$ cat config.mk
export PLATFORM = sky130hd
export DESIGN_NAME = gauss_tap_window
export DESIGN_NICKNAME = d
export VERILOG_FILES = /design/src/rtl/gauss_tap_window.sv
export SDC_FILE = /design/constraint.sdc
export NUM_CORES = 1
export LEC_CHECK = 0
export ABC_AREA = 0
export BUFFER_PORTS_ARGS = -buffer_cell sky130_fd_sc_hd__buf_4
export CAP_MARGIN = 30
export CORE_UTILIZATION = 36
export DETAILED_ROUTE_END_ITERATION = 8
export PLACE_DENSITY = 0.59
export SLEW_MARGIN = 20
export SYNTH_ARGS = -nofsm -noshare
export SYNTH_HDL_FRONTEND = slang
export SYNTH_SLANG_ARGS = --single-unit
$ cat constraint.sdc
create_clock -name clk -period 4.19 [get_ports clk]
set_input_delay 1.257 -clock clk [delete_from_list [all_inputs] [get_ports clk]]
set_output_delay 1.257 -clock clk [all_outputs]
set_load 0.02 [all_outputs]
$ cat src/rtl/gauss_tap_window.sv
// Horizontal tap window with border replication feeding the Gaussian adder tree.
// Emits ArrL coefficient products per pixel centre as one flat vector.
module gauss_tap_window #(
    parameter int                     pix_w      = 8,
    parameter int                     coef_w     = 8,
    parameter int                     ArrL       = 5,
    parameter int                     img_w      = 640,
    parameter logic [ArrL*coef_w-1:0] COEF       = {8'd16, 8'd64, 8'd96, 8'd64, 8'd16},
    parameter int                     data_depth = pix_w + coef_w
) (
    input  logic                       clk,
    input  logic                       rst,
    input  logic                       en,
    input  logic                       in_valid,
    input  logic [pix_w-1:0]           in_pix,
    output logic                       in_ready,
    output logic                       out_valid,
    output logic [ArrL*data_depth-1:0] DOut,
    output logic                       out_sol,
    output logic                       out_eol
);
    localparam int HALF = (ArrL - 1) / 2;
    localparam int CW   = (img_w > 1) ? $clog2(img_w) : 1;
    localparam logic [CW-1:0] LAST_COL  = CW'(img_w - 1);
    localparam logic [CW-1:0] FILL_LAST = CW'((HALF > 0) ? HALF - 1 : 0);

    typedef enum logic [1:0] {S_FILL, S_RUN, S_FLUSH} state_t;
    // With a single tap there is nothing to pre-fill or drain.
    localparam state_t ROW_START = (HALF == 0) ? S_RUN : S_FILL;

    state_t            r_state;
    logic [CW-1:0]     r_in_col;
    logic [CW-1:0]     r_out_col;
    logic [pix_w-1:0]  r_win [ArrL];
    logic              r_s1_valid;
    logic              r_s1_sol;
    logic              r_s1_eol;

    logic w_accept;
    logic w_flush;
    logic w_produce;

    assign in_ready  = en && (r_state != S_FLUSH);
    assign w_accept  = in_valid && in_ready;
    assign w_flush   = en && (r_state == S_FLUSH);
    assign w_produce = (w_accept && (r_state == S_RUN)) || w_flush;

    always_ff @(posedge clk or posedge rst) begin
        if (rst) begin
            r_state    <= ROW_START;
            r_in_col   <= '0;
            r_out_col  <= '0;
            for (int i = 0; i < ArrL; i++) r_win[i] <= '0;
            r_s1_valid <= 1'b0;
            r_s1_sol   <= 1'b0;
            r_s1_eol   <= 1'b0;
            out_valid  <= 1'b0;
            out_sol    <= 1'b0;
            out_eol    <= 1'b0;
            DOut       <= '0;
        end else if (en) begin
            r_s1_valid <= w_produce;
            if (w_produce) begin
                r_s1_sol  <= (r_out_col == '0);
                r_s1_eol  <= (r_out_col == LAST_COL);
                r_out_col <= (r_out_col == LAST_COL) ? '0 : r_out_col + CW'(1);
            end

            if (w_accept) begin
                // Column 0 floods the whole window so the left border replicates.
                if (r_in_col == '0) begin
                    for (int i = 0; i < ArrL; i++) r_win[i] <= in_pix;
                end else begin
                    for (int i = 0; i < ArrL - 1; i++) r_win[i] <= r_win[i+1];
                    r_win[ArrL-1] <= in_pix;
                end
                r_in_col <= (r_in_col == LAST_COL) ? '0 : r_in_col + CW'(1);
                if (r_state == S_FILL && r_in_col == FILL_LAST)
                    r_state <= S_RUN;
                else if (r_state == S_RUN && r_in_col == LAST_COL)
                    r_state <= (HALF == 0) ? S_RUN : S_FLUSH;
            end else if (w_flush) begin
                // Newest tap keeps the last pixel: right border replication.
                for (int i = 0; i < ArrL - 1; i++) r_win[i] <= r_win[i+1];
                if (r_out_col == LAST_COL) r_state <= ROW_START;
            end

            out_valid <= r_s1_valid;
            out_sol   <= r_s1_valid && r_s1_sol;
            out_eol   <= r_s1_valid && r_s1_eol;
            if (r_s1_valid) begin
                for (int k = 0; k < ArrL; k++)
                    DOut[k*data_depth +: data_depth] <=
                        data_depth'(r_win[k]) * data_depth'(COEF[k*coef_w +: coef_w]);
            end
        end
    end
endmodule

# After elaboration in Yosys (flattened, before gate mapping)
# Cells that the tools add are included.
# op_classes
mul,1
bitwise,0
eq_ne,7
n_reduce_logical,19
addsub,2
magnitude_cmp,0
shift,0
div,0
mux,10
# ops
cell,n
$mux W32,2
$mux W40,1
$add A10 B1 Y10 const B,2
$eq A10 B10 Y1 const B,2
$logic_not A10 Y1,2
$mux W10,2
$eq A10 B1 Y1 const B,1
$mul A8 B2 Y10 const B,1
$mux W2,5
$logic_and A1 B1 Y1,8
$reduce_and A2 Y1,4
$reduce_and A4 Y1,1
$reduce_bool A2 Y1,2
$ne A3 B1 Y1 const B,1
$eq A2 B1 Y1 const B,1
$eq A2 B2 Y1 const B,1
$logic_not A2 Y1,1
$ne A2 B2 Y1 const B,1
$logic_or A1 B1 Y1,1
# totals
mem_bits_ro,0
output_inout_bits,84
latch_bits,0
mem_bits_rw,0
reg_bits,110
word_cells,54
in_bits,12
memories,0

# Depth between registers and ports, before layout
# Gate-level depths: netlist (run 1).
# logic_depth
ltp_word,6
ltp_mapped,7
mapped_depth_nobuf,6

# Least setup slack after synthesis (run 1)
# No wires, ideal clock.
# synth_path
path_type,input to output
from,in en
to,out in_ready
setup_slack_ns,1.084
t_arrival_ns,1.849
t_required_ns,2.933
n_path_buf,1
path_stages,2
cell_sequence,clkbuf_1 -> nor2b_1
# synth_via
elab_chain_len,1
# synth_rtl
element,line,rtl
"start, declared",13,"input logic en,"
$logic_and A1 B1 Y1,43,assign in_ready = en && (r_state != S_FLUSH);
"end, declared",16,"output logic in_ready,"
# No other way between the ends.

# Final worst setup path (run 1)
# Same ends and word-level chain as after synthesis.

==> results of run 1 <==
## layout by cell type, fill, tap and decap left out, drive strengths merged, types with 3 or more instances in the layout
master,n
nor4,3
or4,3
and3,3
ha,14
and2,6
nor3,10
xor2,5
o211ai,31
a21oi,9
and4,3
nor2,9
inv,15
buf,65
nand3,15
nand2,209
conb,38
nand4,7
o21ai,15
dfrtp,110
a21o,3
or3,3
xnor2,10
a211oi,4
clkbuf,10
## cells in the mapped netlist, types with 10 or more instances
master	count	area share (%)
xnor2_1	10	1.6
inv_1	14	0.97
o21ai_0	14	1.3
o211ai_1	31	4.3
buf_4	38	5.3
clkbuf_1	18	1.2
nand2_1	209	15
nand3_1	15	1.4
ha_1	14	3.2
dfrtp_1	110	51
nor3_1	10	0.93
## report_power, final
| part | total [uW] | switching, uW | internal, uW |
|---|---|---|---|
| Combinational | 1120 | 654 | 469 |
| Clock | 879 | 395 | 484 |
| Sequential | 1600 | 239 | 1360 |
| Total | 3600 | 1290 | 2320 |
## flip-flops by register name, indices dropped and copies added, names as in the netlist, 2 cells and up
signal	count
DOut	42
r_win	40
r_in_col	10
r_out_col	10
r_state	2
## layer usage
metal  vias to the layer above  routed length, um  share of wire, %
met5                         -                  0                 0
met1                      1942               5180                45
met4                         0                 72              0.63
met3                         8                407               3.6
met2                        70               5790                51
li1                       1979                  -                 -
## worst max-delay path, delay by kind of cell
family        cells  cell delay [ns]
buf+inv           2             0.33
simple gates      1             0.17
## stage by stage
step | std cells | cell area (sq um) | setup WS, ns
3_3_place_gp | 806 | 5820 | 1.18
6_report | 822 | 6130 | 1.18
5_1_grt | 822 | 6130 | 1.14
2_1_floorplan | 622 | 5540 | 0.0307
4_1_cts | 822 | 6130 | 1.17
3_5_place_dp | 806 | 5820 | 1.18
## final cells by class
| cell class | count | area (sq um) | share of cell area [%] |
|---|---|---|---|
| sequential | 110 | 2750 | 44.9 |
| timing repair buffer | 65 | 488 | 7.96 |
| multi-input combinational | 433 | 2300 | 37.5 |
| clock buffer | 10 | 239 | 3.90 |
| clock inverter | 6 | 70.1 | 1.14 |
| tap | 184 | 230 | 3.75 |
| inverter | 14 | 55.1 | 0.898 |
## worst max-delay path by stage
| stage | startpoint | endpoint | slack (ns) |
|---|---|---|---|
| 2_1_floorplan | rst | DOut[10]$_DFFE_PP0P_ | 0.03 |
| 3_3_place_gp | en | r_win[22]$_DFFE_PP0P_ | 1.18 |
| 3_5_place_dp | en | r_win[22]$_DFFE_PP0P_ | 1.18 |
| 4_1_cts | en | in_ready | 1.17 |
| 5_1_grt | en | in_ready | 1.14 |
| 6_report | en | in_ready | 1.18 |
## logic make-up (layout without fill, tap and decap cells)
logic type,Yosys count,after routing,share of synthesized area [%]
compound gates,79,79,10.1
flops,110,110,50.9
other cells,1,38,0.0694
mux,3,3,0.579
simple gates,283,283,23.1
fa+ha+maj,15,15,3.61
buf+inv,79,95,9.19
xor+xnor,15,15,2.43
==> qor.txt, run 1 <==
Synth warn -> 0
DRC Markers -> 0
Die Y -> 125 um
Post-Syn Area per Cell -> 9.24 sq um
Grt peak-use layer -> met2
Final RePlAce weighted congestion -> 0.782
Rel. slew slack -> 41.6%
Clock skew -> 0.00418 ns
# hold bufs at CTS -> 0
Final Power -> 3600 uW
Critical-path top delay cell -> buf_4
Final period utilization -> 72.0%
Min-delay src -> r_win[35]$_DFFE_PP0P_
Leak -> 0.00303 uW
Yosys cell types -> 57
Clk root buf -> clkbuf_16
Routed wire length -> 11.4 mm
Final setup fails -> 0
Die width -> 125 um
Die area -> 15,500 sq um
Vias per cell -> 4.86
Hold Vio Cnt, Final -> 0
# IOs -> 96
H-tree levels -> 3
Worst slew pin tran -> 0.877 ns
Met1 usage -> 20.2%
Critical path's largest stage delay -> 0.17 ns
Antenna viol nets, final -> 0
Flops & latches, synth -> 110
Seq/Total Area, Yosys -> 50.9%
Worst Path Arrival -> 1.76 ns
PostCTS Resize Cnt -> 0
Worst-path fanout max -> 17
TritonCTS clock tree -> yes
Worst VDD drop -> 0.000237 V
GR Util met3 -> 3.91%
Port Buffer Count -> 57
R2r worst-path depth -> 6
TNS Setup -> 0 ns
FF-to-FF setup slack -> 1.80 ns
GRT Resource Usage Total -> 15.4%
Max-Cap Viols -> 0
Min-delay worst type -> reg -> reg
Grt total ovfl -> 0
Met2 usage -> 25.8%
CP Cell Sequence -> buf_4 -> nor2b_1 -> buf_4
Maximum clock frequency -> 0.332 GHz
Worst hold endpoint -> DOut[7]$_DFFE_PP0P_
Count of pins over their slew limit -> 0
Vias in the first global route -> 3,666
Top cell by count, worst path -> buf_4
First-pass DRT Iterations -> 4
Worst flop-to-flop path startpoint -> r_win[17]$_DFFE_PP0P_
Layout area overhead -> 13.5%
Worst R2R End -> DOut[46]$_DFFE_PP0P_
Critical setup path kind -> in -> out
Wire per inst -> 13.9 um
Status -> completed
Antenna Cells -> 0
Clock slew at reported path FFs -> 0.07 ns
Worst hold path depth -> 2
Setup Buffers After CTS -> 0
Req. time, crit path -> 2.93 ns
Pin count of the biggest net entering global routing -> 56
Pwr Density -> 588 nW/um^2
Post-Synthesis Cell Area -> 5410 sq um
Core region area -> 14,600 sq um
FFs w/ async S/R, synth -> 100%
DR vias -> 3,999
Worst hold slack -> 0.471 ns
RSZ-0062 raised after global routing -> false
Clock latency on the worst-skew pair -> 0.35 ns
Post-synth EDFFs -> 0
CTS max path bufs -> 2
Startpoint class of the critical path -> input port
Core Rows -> 44
Top_reg_cell synth -> dfrtp_1
Layout cells sized above 1 -> 14.7%
Filler Cells Inserted -> 1,468
Total CTS buffers -> 9
Initial DRC Count -> 200
DP HPWL -> 8.47 mm
Clock sink total -> 110
First-pass GRT wire length -> 19.1 mm
Post-layout util -> 42.0%
Synth Instances -> 585
Critical Path End Type -> output port
Initial antenna violation count -> 0
Initial Util -> 37.0%
Min cycle time layout -> 3.01 ns
Nets -> 660
Note: power is estimated with default switching activity, not from simulation.
==> run 2: changes to the inputs <==
- PLACE_DENSITY: 0.59 -> 0.56
- clock period: 4.19 -> 2.8 ns (I/O delays scaled with it)
==> run 2 against run 1 <==
Global-route usage up 0.44 points. Sequential share of layout area down 0.26 points. Utilization up 0.25 points. Clock skew up 0.0038 ns. Non-clock buffer count up 6. Final cell count up 0.73%. Cell area up 0.59%. Sequential power up 50%. Die area unchanged. Flip-flop and latch count unchanged. Largest power group unchanged.
==> qor.txt, run 2 (synthesis results as in run 1) <==
# hold bufs at CTS -> 0 (unchanged)
Clock latency on the worst-skew pair -> 0.35 ns (about the same)
Clock slew at reported path FFs -> 0.07 ns (about the same)
RSZ-0062 raised after global routing -> false
Req. time, crit path -> 3.03 ns (+0.10 ns)
Antenna viol nets, final -> 0 (unchanged)
Worst-path fanout max -> 5 (-12)
DRC Markers -> 0 (unchanged)
Layout area overhead -> 14.1%
Die width -> 125 um (unchanged)
Final RePlAce weighted congestion -> 0.783 (about the same)
Port Buffer Count -> 57 (unchanged)
Initial Util -> 37.0% (unchanged)
Clock sink total -> 110 (unchanged)
Clk root buf -> clkbuf_16
DR vias -> 4,044 (+1.1%)
Min cycle time layout -> 2.27 ns
TritonCTS clock tree -> yes
Max-Cap Viols -> 0 (unchanged)
Core Rows -> 44 (unchanged)
Setup ws final -> 0.530 ns (-0.645 ns)
Maximum clock frequency -> 0.441 GHz
Min-delay worst type -> reg -> reg
CTS max path bufs -> 2 (unchanged)
Worst VDD drop -> 0.000336 V (+42%)
Post-layout util -> 42.3% (+0.25 points)
Worst Path Arrival -> 2.50 ns (+0.74 ns)
Core region area -> 14,600 sq um (unchanged)
Grt total ovfl -> 0 (unchanged)
Startpoint class of the critical path -> flop
Routed wire length -> 11.8 mm (+3.3%)
Final setup fails -> 0 (unchanged)
Critical setup path kind -> reg -> reg
Initial antenna violation count -> 0 (unchanged)
Status -> completed
Rel. slew slack -> 60.1% (+19 points)
Antenna Cells -> 0 (unchanged)
Wire per inst -> 14.3 um (+2.5%)
First-pass GRT wire length -> 19.6 mm (+2.7%)
Commonest non-fill, non-tap cell in the layout -> nand2_1
Total CTS buffers -> 9 (unchanged)
PostCTS Resize Cnt -> 0 (unchanged)
DP HPWL -> 8.69 mm (+2.7%)
Layout cells sized above 1 -> 15.4% (+0.64 points)
Placement Cell Area -> 5880 sq um (+1.0%)
# IOs -> 96 (unchanged)
Die area -> 15,500 sq um (unchanged)
Pre-CTS setup slack -> 0.411 ns (-0.773 ns)
Die Y -> 125 um (unchanged)
Critical Path End Type -> flop
Post-route cell area -> 6170 sq um (+0.59%)
Cell Count Post-Placement -> 812 (+0.74%)
TNS Setup -> 0 ns (unchanged)
Clock skew -> 0.00796 ns (+0.00378 ns)
Largest regs -> DOut x42, r_win x40
Nets -> 666 (+0.91%)
Pwr Density -> 864 nW/um^2 (+47%)
Vias per cell -> 4.88 (+0.39%)
Most frequent cells in the layout -> 209 x nand2_1, 110 x dfrtp_1, 70 x buf_4
Initial DRC Count -> 203 (+1.5%)
Non-Filler Instances -> 828 (+0.73%)
Worst slew pin tran -> 0.599 ns (-0.278 ns)
H-tree levels -> 3 (unchanged)
Count of pins over their slew limit -> 0 (unchanged)
GRT Resource Usage Total -> 15.8% (+0.44 points)
Setup Buffers After CTS -> 0 (unchanged)
Leak -> 0.00306 uW (+0.79%)
Vias in the first global route -> 3,915 (+6.8%)
Hold Vio Cnt, Final -> 0 (unchanged)
Pin count of the biggest net entering global routing -> 46 (-18%)
Number of flip-flops in the largest register -> 42 (unchanged)
Largest reg by FF count -> DOut
Final period utilization -> 81.1%
First-pass DRT Iterations -> 4 (unchanged)
run 2: changes by cell type in the layout (fill, tap and decap cells not counted), sizes merged:
| cell | previous run | this run |
|---|---|---|
| buf | 65 | 71 |
| bufinv | 1 | 0 |
| clkbuf | 10 | 12 |
| inv | 15 | 14 |
run 2: final timing paths:
kind | start | endpoint | slack [ns] | cells after the start
max in group asynchronous | rst | DOut[55]$_DFFE_PP0P_ | 1.62 | 3
worst max register to register | r_win[17]$_DFFE_PP0P_ | DOut[46]$_DFFE_PP0P_ | 0.53 | 6
worst max-delay path | r_win[17]$_DFFE_PP0P_ | DOut[46]$_DFFE_PP0P_ | 0.53 | 6
worst min-delay path | r_win[37]$_DFFE_PP0P_ | DOut[9]$_DFFE_PP0P_ | 0.47 | 2
min in group asynchronous | rst | DOut[40]$_DFFE_PP0P_ | 0.52 | 2
worst min register to register | r_win[37]$_DFFE_PP0P_ | DOut[9]$_DFFE_PP0P_ | 0.47 | 2
run 2: per-stage QoR:
step / hold WS [ns] / power (uW)
after floorplan: 0.439 / 3490
after global placement: 0.461 / 4120
after detailed placement: 0.461 / 4160
after CTS: 0.480 / 5410
after global routing: 0.508 / 5690
final: 0.472 / 5330
run 2: cell type report:
class / instances / area, sq um
Fill cell: 1458 / 8420
Sequential cell: 110 / 2750
Multi-Input combinational cell: 433 / 2300
Timing Repair Buffer: 71 / 546
Clock buffer: 12 / 256
Tap cell: 184 / 230
Inverter: 14 / 56.3
Clock inverter: 4 / 30.0
run 2: where the power goes:
group          switching, uW  internal, uW  leakage, uW
registers                357          2040      0.00143
logic                    988           712      0.00149
clock network            578           656     0.000139
total                   1920          3410      0.00306
run 2: critical path, stage by stage, from the launching register on:
cell and delay [ns]:
dfrtp_1 0.44, ha_1 0.25, fa_1 0.47, a211oi_1 0.30
o21bai_1 0.15, a2111oi_0 0.43, nor3_1 0.10
run 2: layer usage:
metal  wire, um  track usage (%)
met3        463             4.04
met2       5840             25.3
met5          0                0
met1       5340             21.0
met4        172             4.75
